`src/rtl/seq_restoring_divider.sv`:
```
// Radix-2 restoring divider: one quotient bit per RUN cycle, start/done handshake.
// Defining DIV_SIGNED_EN adds the op_signed port and two's-complement operation.
module seq_restoring_divider #(
  parameter int WIDTH = 32
) (
  input  logic             clk,
  input  logic             rst_n,
  input  logic             start,
  input  logic [WIDTH-1:0] dividend,
  input  logic [WIDTH-1:0] divisor,
`ifdef DIV_SIGNED_EN
  input  logic             op_signed,
`endif
  output logic             busy,
  output logic             done,
  output logic [WIDTH-1:0] quotient,
  output logic [WIDTH-1:0] remainder,
  output logic             div_by_zero
);

  localparam int CW = $clog2(WIDTH);

  typedef enum logic [1:0] {S_IDLE, S_RUN, S_DONE} state_t;

  state_t           state_q, state_d;
  logic [CW-1:0]    cnt_q, cnt_d;
  logic [WIDTH-1:0] p_q, p_d;
  logic [WIDTH-1:0] q_q, q_d;
  logic [WIDTH-1:0] d_q, d_d;
  logic             quo_neg_q, quo_neg_d;
  logic             rem_neg_q, rem_neg_d;
  logic             busy_q, busy_d;
  logic             done_q, done_d;
  logic [WIDTH-1:0] quotient_q, quotient_d;
  logic [WIDTH-1:0] remainder_q, remainder_d;
  logic             dbz_q, dbz_d;

  logic             op_sgn;
  logic [WIDTH:0]   shifted;
  logic [WIDTH+1:0] trial;
  logic [WIDTH-1:0] p_new;
  logic [WIDTH-1:0] q_new;

`ifdef DIV_SIGNED_EN
  assign op_sgn = op_signed;
`else
  assign op_sgn = 1'b0;
`endif

  function automatic logic [WIDTH-1:0] magnitude(input logic [WIDTH-1:0] v, input logic sgn);
    return (sgn && v[WIDTH-1]) ? -v : v;
  endfunction

  function automatic logic [WIDTH-1:0] apply_sign(input logic [WIDTH-1:0] v, input logic neg);
    return neg ? -v : v;
  endfunction

  always_comb begin
    state_d     = state_q;
    cnt_d       = cnt_q;
    p_d         = p_q;
    q_d         = q_q;
    d_d         = d_q;
    quo_neg_d   = quo_neg_q;
    rem_neg_d   = rem_neg_q;
    busy_d      = 1'b0;
    done_d      = 1'b0;
    quotient_d  = quotient_q;
    remainder_d = remainder_q;
    dbz_d       = dbz_q;
    shifted     = '0;
    trial       = '0;
    p_new       = '0;
    q_new       = '0;

    if (state_q == S_RUN) begin
      // Shift in the next dividend bit; a borrow out of the trial subtract means restore.
      shifted = {p_q, q_q[WIDTH-1]};
      trial   = {1'b0, shifted} - {2'b00, d_q};
      p_new   = trial[WIDTH+1] ? shifted[WIDTH-1:0] : trial[WIDTH-1:0];
      q_new   = {q_q[WIDTH-2:0], ~trial[WIDTH+1]};
      p_d     = p_new;
      q_d     = q_new;
      if (cnt_q == '0) begin
        state_d     = S_DONE;
        done_d      = 1'b1;
        quotient_d  = apply_sign(q_new, quo_neg_q);
        remainder_d = apply_sign(p_new, rem_neg_q);
      end else begin
        cnt_d  = cnt_q - CW'(1);
        busy_d = 1'b1;
      end
    end else if (start) begin
      quotient_d  = '0;
      remainder_d = '0;
      dbz_d       = 1'b0;
      quo_neg_d   = op_sgn && (dividend[WIDTH-1] ^ divisor[WIDTH-1]);
      rem_neg_d   = op_sgn && dividend[WIDTH-1];
      if (divisor == '0) begin
        state_d     = S_DONE;
        done_d      = 1'b1;
        quotient_d  = '1;
        remainder_d = dividend;
        dbz_d       = 1'b1;
      end else begin
        state_d = S_RUN;
        busy_d  = 1'b1;
        cnt_d   = CW'(WIDTH - 1);
        p_d     = '0;
        q_d     = magnitude(dividend, op_sgn);
        d_d     = magnitude(divisor, op_sgn);
      end
    end else begin
      state_d = S_IDLE;
    end
  end

  always_ff @(posedge clk or negedge rst_n) begin
    if (!rst_n) begin
      state_q     <= S_IDLE;
      cnt_q       <= '0;
      p_q         <= '0;
      q_q         <= '0;
      d_q         <= '0;
      quo_neg_q   <= 1'b0;
      rem_neg_q   <= 1'b0;
      busy_q      <= 1'b0;
      done_q      <= 1'b0;
      quotient_q  <= '0;
      remainder_q <= '0;
      dbz_q       <= 1'b0;
    end else begin
      state_q     <= state_d;
      cnt_q       <= cnt_d;
      p_q         <= p_d;
      q_q         <= q_d;
      d_q         <= d_d;
      quo_neg_q   <= quo_neg_d;
      rem_neg_q   <= rem_neg_d;
      busy_q      <= busy_d;
      done_q      <= done_d;
      quotient_q  <= quotient_d;
      remainder_q <= remainder_d;
      dbz_q       <= dbz_d;
    end
  end

  assign busy        = busy_q;
  assign done        = done_q;
  assign quotient    = quotient_q;
  assign remainder   = remainder_q;
  assign div_by_zero = dbz_q;

endmodule

```
`config.mk`:
```
export PLATFORM = sky130hd
export DESIGN_NAME = seq_restoring_divider
export DESIGN_NICKNAME = d
export VERILOG_FILES = /design/src/rtl/seq_restoring_divider.sv
export SDC_FILE = /design/constraint.sdc
export NUM_CORES = 1
export LEC_CHECK = 0
export CAP_MARGIN = 20
export CORE_UTILIZATION = 50
export CTS_CLUSTER_DIAMETER = 120
export DETAILED_ROUTE_END_ITERATION = 16
export HOLD_SLACK_MARGIN = 0.12
export PLACE_DENSITY = 0.76
export SLEW_MARGIN = 20
export SYNTH_ARGS = -nofsm -noshare
export SYNTH_HDL_FRONTEND = slang
export SYNTH_SLANG_ARGS = --single-unit
```
`constraint.sdc`:
```
create_clock -name clk -period 8.75 [get_ports clk]
set_clock_uncertainty 0.1 [all_clocks]
set_input_delay 1.75 -clock clk [delete_from_list [all_inputs] [get_ports clk]]
set_output_delay 1.75 -clock clk [all_outputs]
set_load 0.1 [all_outputs]
```
# After elaboration in Yosys (flattened, before gate mapping)
# Cells that the tools add are included.
[totals]
rom_bits = 0
wordCells = 58
inputBits = 67
ram_bits = 0
output_inout_bits = 67
memories = 0
regBits = 170
latch_bits = 0
[classes]
n_reduce_logical = 8
n_eq_ne = 4
n_div = 0
shift = 0
bitwise_logic = 3
mul = 0
muxes = 31
add_sub_neg = 2
n_lt_le_gt_ge = 0
[op_table]
columns = ["cell", "count"]
rows = [
  ["32-bit two-way mux", 15],
  ["33-bit by 32-bit subtractor with 34-bit output", 1],
  ["32-bit logical NOT", 1],
  ["5-bit two-way mux", 4],
  ["1-bit two-way mux", 8],
  ["2-bit two-way mux", 4],
  ["2-bit AND reduction", 3],
  ["3-bit AND reduction", 2],
  ["5-bit logical NOT", 1],
  ["5-bit by 1-bit subtractor with 5-bit output, second input constant", 1],
  ["2-bit != test, second input constant", 2],
  ["1-bit inverter", 3],
  ["2-bit by 1-bit equality test with 1-bit output, second input constant", 1],
  ["2-bit by 1-bit != test with 1-bit output, second input constant", 1],
  ["2-bit nonzero test", 1],
]

# Logic depth before layout (Yosys ltp)
[logic_depth]
depth_word = 4
mapped_depth = 14
ltp_nobuf = 12

# Least setup slack after synthesis
# Ideal clock, no wire load.
[synth_timing]
path_kind = "input-to-reg"
startpoint = "input port divisor[26]"
endpoint = "register d_q[27]"
path_buffers = 2
slack_ps = 4973
arrival_time_ps = 3553
required_ps = 8525
path_stages = 7
path_cell_list = "nor4_1 -> nand4_1 -> or2_2 -> nand2_1 -> clkbuf_1 -> buf_1 -> mux2_2"
[synth_between]
elab_chain_len = 3
[synth_rtl]
columns = ["element", "line_no", "source"]
rows = [
  ["from (decl)", "10", "input logic [WIDTH-1:0] divisor,"],
  ["32-bit logical NOT", "99", "if (divisor == '0) begin"],
  ["1-bit inverter (no source line)", "n/a", ""],
  ["3-bit AND reduction (no source line)", "n/a", ""],
  ["to (signal assigned)", "124", "d_q <= '0;"],
  ["to (signal assigned)", "137", "d_q <= d_d;"],
  ["to (decl)", "29", "logic [WIDTH-1:0] d_q, d_d;"],
]
# Every way passes these cells.
# A chain may end at the register's enable or synchronous reset.

# Final worst setup path
[layout_timing]
startpoint = "input port divisor[1]"
endpoint = "register quotient_q[17], in the netlist quotient[17]"
[layout_between]
elab_chain_len = 4
[layout_rtl]
columns = ["element", "line_no", "source"]
rows = [
  ["32-bit logical NOT", "99", ""],
  ["32-bit two-way mux", "99", ""],
  ["32-bit two-way mux", "93", "end else if (start) begin"],
  ["32-bit two-way mux", "76", "if (state_q == S_RUN) begin"],
  ["to (signal assigned)", "142", "quotient_q <= quotient_d;"],
  ["to (decl)", "34", "logic [WIDTH-1:0] quotient_q, quotient_d;"],
]
# Every way passes these cells. The select of a mux whose other input is x is not followed.

==> out/qor.txt <==
I/O pins = 134
HP Start = div_by_zero
WL/cell = 18.0 um
Worst EP required = 8.99 ns
vias per cell = 5.83
dominant cell type by area after synthesis = dfrtp_1
first-pass GRT wire length = 38.2 mm
final antenna-violating net count = 0
Crit. End Element = flop
Pre-antenna DRT Iters = 5
area occupied by registers = 4250 sq um
number of global-route vias before repair = 7,088
worst skew pair latency = 0.43 ns
Setup Buffers After CTS = 0
H-tree depth = 4
Post-synth EDFFs = 0
post-synth net total = 1,069
Remaining Overflow, GRT = 0
CP arrival = 4.87 ns
area of the multi-input gates = 4430 sq um
FF-to-FF Start = q_q[31]
share of post-route cells with drive strength above 1 = 8.42%
Starting Density = 51.8%
fin nets = 1,181
Mapped Cells = 967
die width = 137 um
root buffer cell = clkbuf_16
# fillers = 1,464
clk slew on worst S/H paths = 0.07 ns
Yosys top cell area share = 47.0%
worst-path fanout max = 39
commonest non-fill, non-tap cell in the layout = dfrtp_1
all-layer global routing usage = 26.9%
RePlAce Congestion = 0.947
synth unique cells = 65
Seq/Total Area, Yosys = 47.0%
synthesized area = 9050 sq um
# clock sinks = 170
Cells after DPL = 1,283
Worst Tran Pin Value = 1.04 ns
drt drc = 0
met2 wire len = 10.4 mm
port buffer count = 133
hold crit path type = flop to flop
largest net degree at the start of global routing = 100
site row count = 48
Post-synth top flop = dfrtp_1
Slew HR = 30.7%
Syn Area/Cell = 9.36 sq um
kind of critical path = input pin to flop
Fmax = 0.216 GHz
top sig layer = met4
Slew Viols, Final = 0
post-cts sizing count = 0
RSZ-0062 raised after global routing = no
M1 WL = 11.3 mm
commonest cells after routing, fill and taps aside = dfrtp_1, nand2_1, clkdlybuf4s50_1, a21oi_1, nor2_1
die height = 137 um
Synth Register Bits = 170
final number of setup-violating endpoints = 0
clk buf depth = 2
worst slack, placed = 3.63 ns
CTS tree = yes
Fin. Hold Viols = 0
Final period util = 52.9%
total number of vias = 7,675
final WL = 23.7 mm
Ant. Diodes = 0
YS warnings = 0
Setup crit start kind = input pin
top cells by area, synth = dfrtp_1, a21oi_1, nand2_1
max-cap violations = 0
number of antenna violations at the first check in global routing = 0
Hold Path Sink = div_by_zero
WL met3 = 1.58 mm
Async S/R FF share, synth = 100%
Critical R2R Capture = remainder[28]
Reg2Reg Depth = 12
full die area = 18,600 sq um
CTS Buf Count = 17
Non-Filler Instances = 1,317
core box area = 17,500 sq um
Area Growth Syn to Fin = 23.5%
final worst slack = 4.12 ns
r2r setup slk = 4.92 ns
cts hold-fix bufs = 0
hold path depth = 2
Detailed Place HPWL = 17.3 mm
drt initial violations = 737
outcome = completed
Setup TNS = 0 ns
Final min period = 4.63 ns
sequential cells by signal (all words and copies together) (netlist names):
| register | flops |
|---|---|
| busy | 1 |
| state_q | 2 |
| d_q | 32 |
| done | 1 |
| div_by_zero | 1 |
| quotient | 32 |
| cnt_q | 5 |
| q_q | 32 |
| p_q | 32 |
| remainder | 32 |
worst max path at each step:
stage	startpoint	endpoint	slack [ns]	cells past startpoint
CTS	divisor[1]	quotient[13]	4.06	8
floorplan	divisor[26]	d_q[27]	4.97	7
detailed placement	divisor[1]	quotient[16]	3.63	8
global route	divisor[1]	quotient[6]	3.78	8
global placement	divisor[1]	quotient[3]	3.74	8
finish	divisor[1]	quotient[17]	4.12	8
per-layer routing:
metal / global-route usage, % / vias to the layer above
li1: - / 3666
met1: 40.9 / 3683
met2: 38.8 / 296
met3: 4.48 / 30
met4: 8.77 / 0
met5: 0 / -
worst max-delay path, stage by stage:
cell and delay (ns):
clkdlybuf4s50_1 0.41, nor4_1 0.47, nand4_1 0.21, or2_2 0.38
nand2_1 0.09, buf_4 0.42, nand2_1 0.72, a21oi_1 0.37
cells by family after synthesis:
family / synth area share [%]
AOI/OAI and AO/OA: 17.4
xor gates and xnor gates: 2.42
buffers and inverters: 4.31
and+or+nand+nor: 15.5
DFF: 47.0
adders and majority gates: 4.92
muxes: 8.52
synth_stat cells (5+ instances only):
cell        n
a21o_1      7
nand3_1    17
a21oi_1   115
nand4_1     5
and3_1      9
nor3_1     18
clkbuf_1   35
o21ai_0    66
inv_1      40
nor2b_1     5
nor2_1     81
nand2_1   134
a31oi_1    22
xor2_1      7
nand2b_1    5
mux2_2     32
ha_1       34
mux2i_1    41
xnor2_1    18
a211o_1     5
a211oi_1   13
nor4_1     12
dfrtp_1   170
through the flow:
stage	hold WS, ns	util, %	cell area (sq um)
2_1_floorplan	0.362	-	9050
3_3_place_gp	0.370	60.1	10500
3_5_place_dp	0.372	60.1	10500
4_1_cts	0.388	63.6	11100
5_1_grt	0.415	63.9	11200
6_report	0.381	63.9	11200
cell type report:
class | count | area share (%)
multi-input cells | 708 | 39.7
repair buffers | 142 | 12.9
clock buffers | 18 | 3.93
flip-flops and latches | 170 | 38.1
clock inverters | 14 | 1.58
inverters | 40 | 1.34
well taps | 225 | 2.52
Power is left out: the tool's default activity adds up to more than one toggle a clock period on the data nets, which glitch-free logic cannot reach.
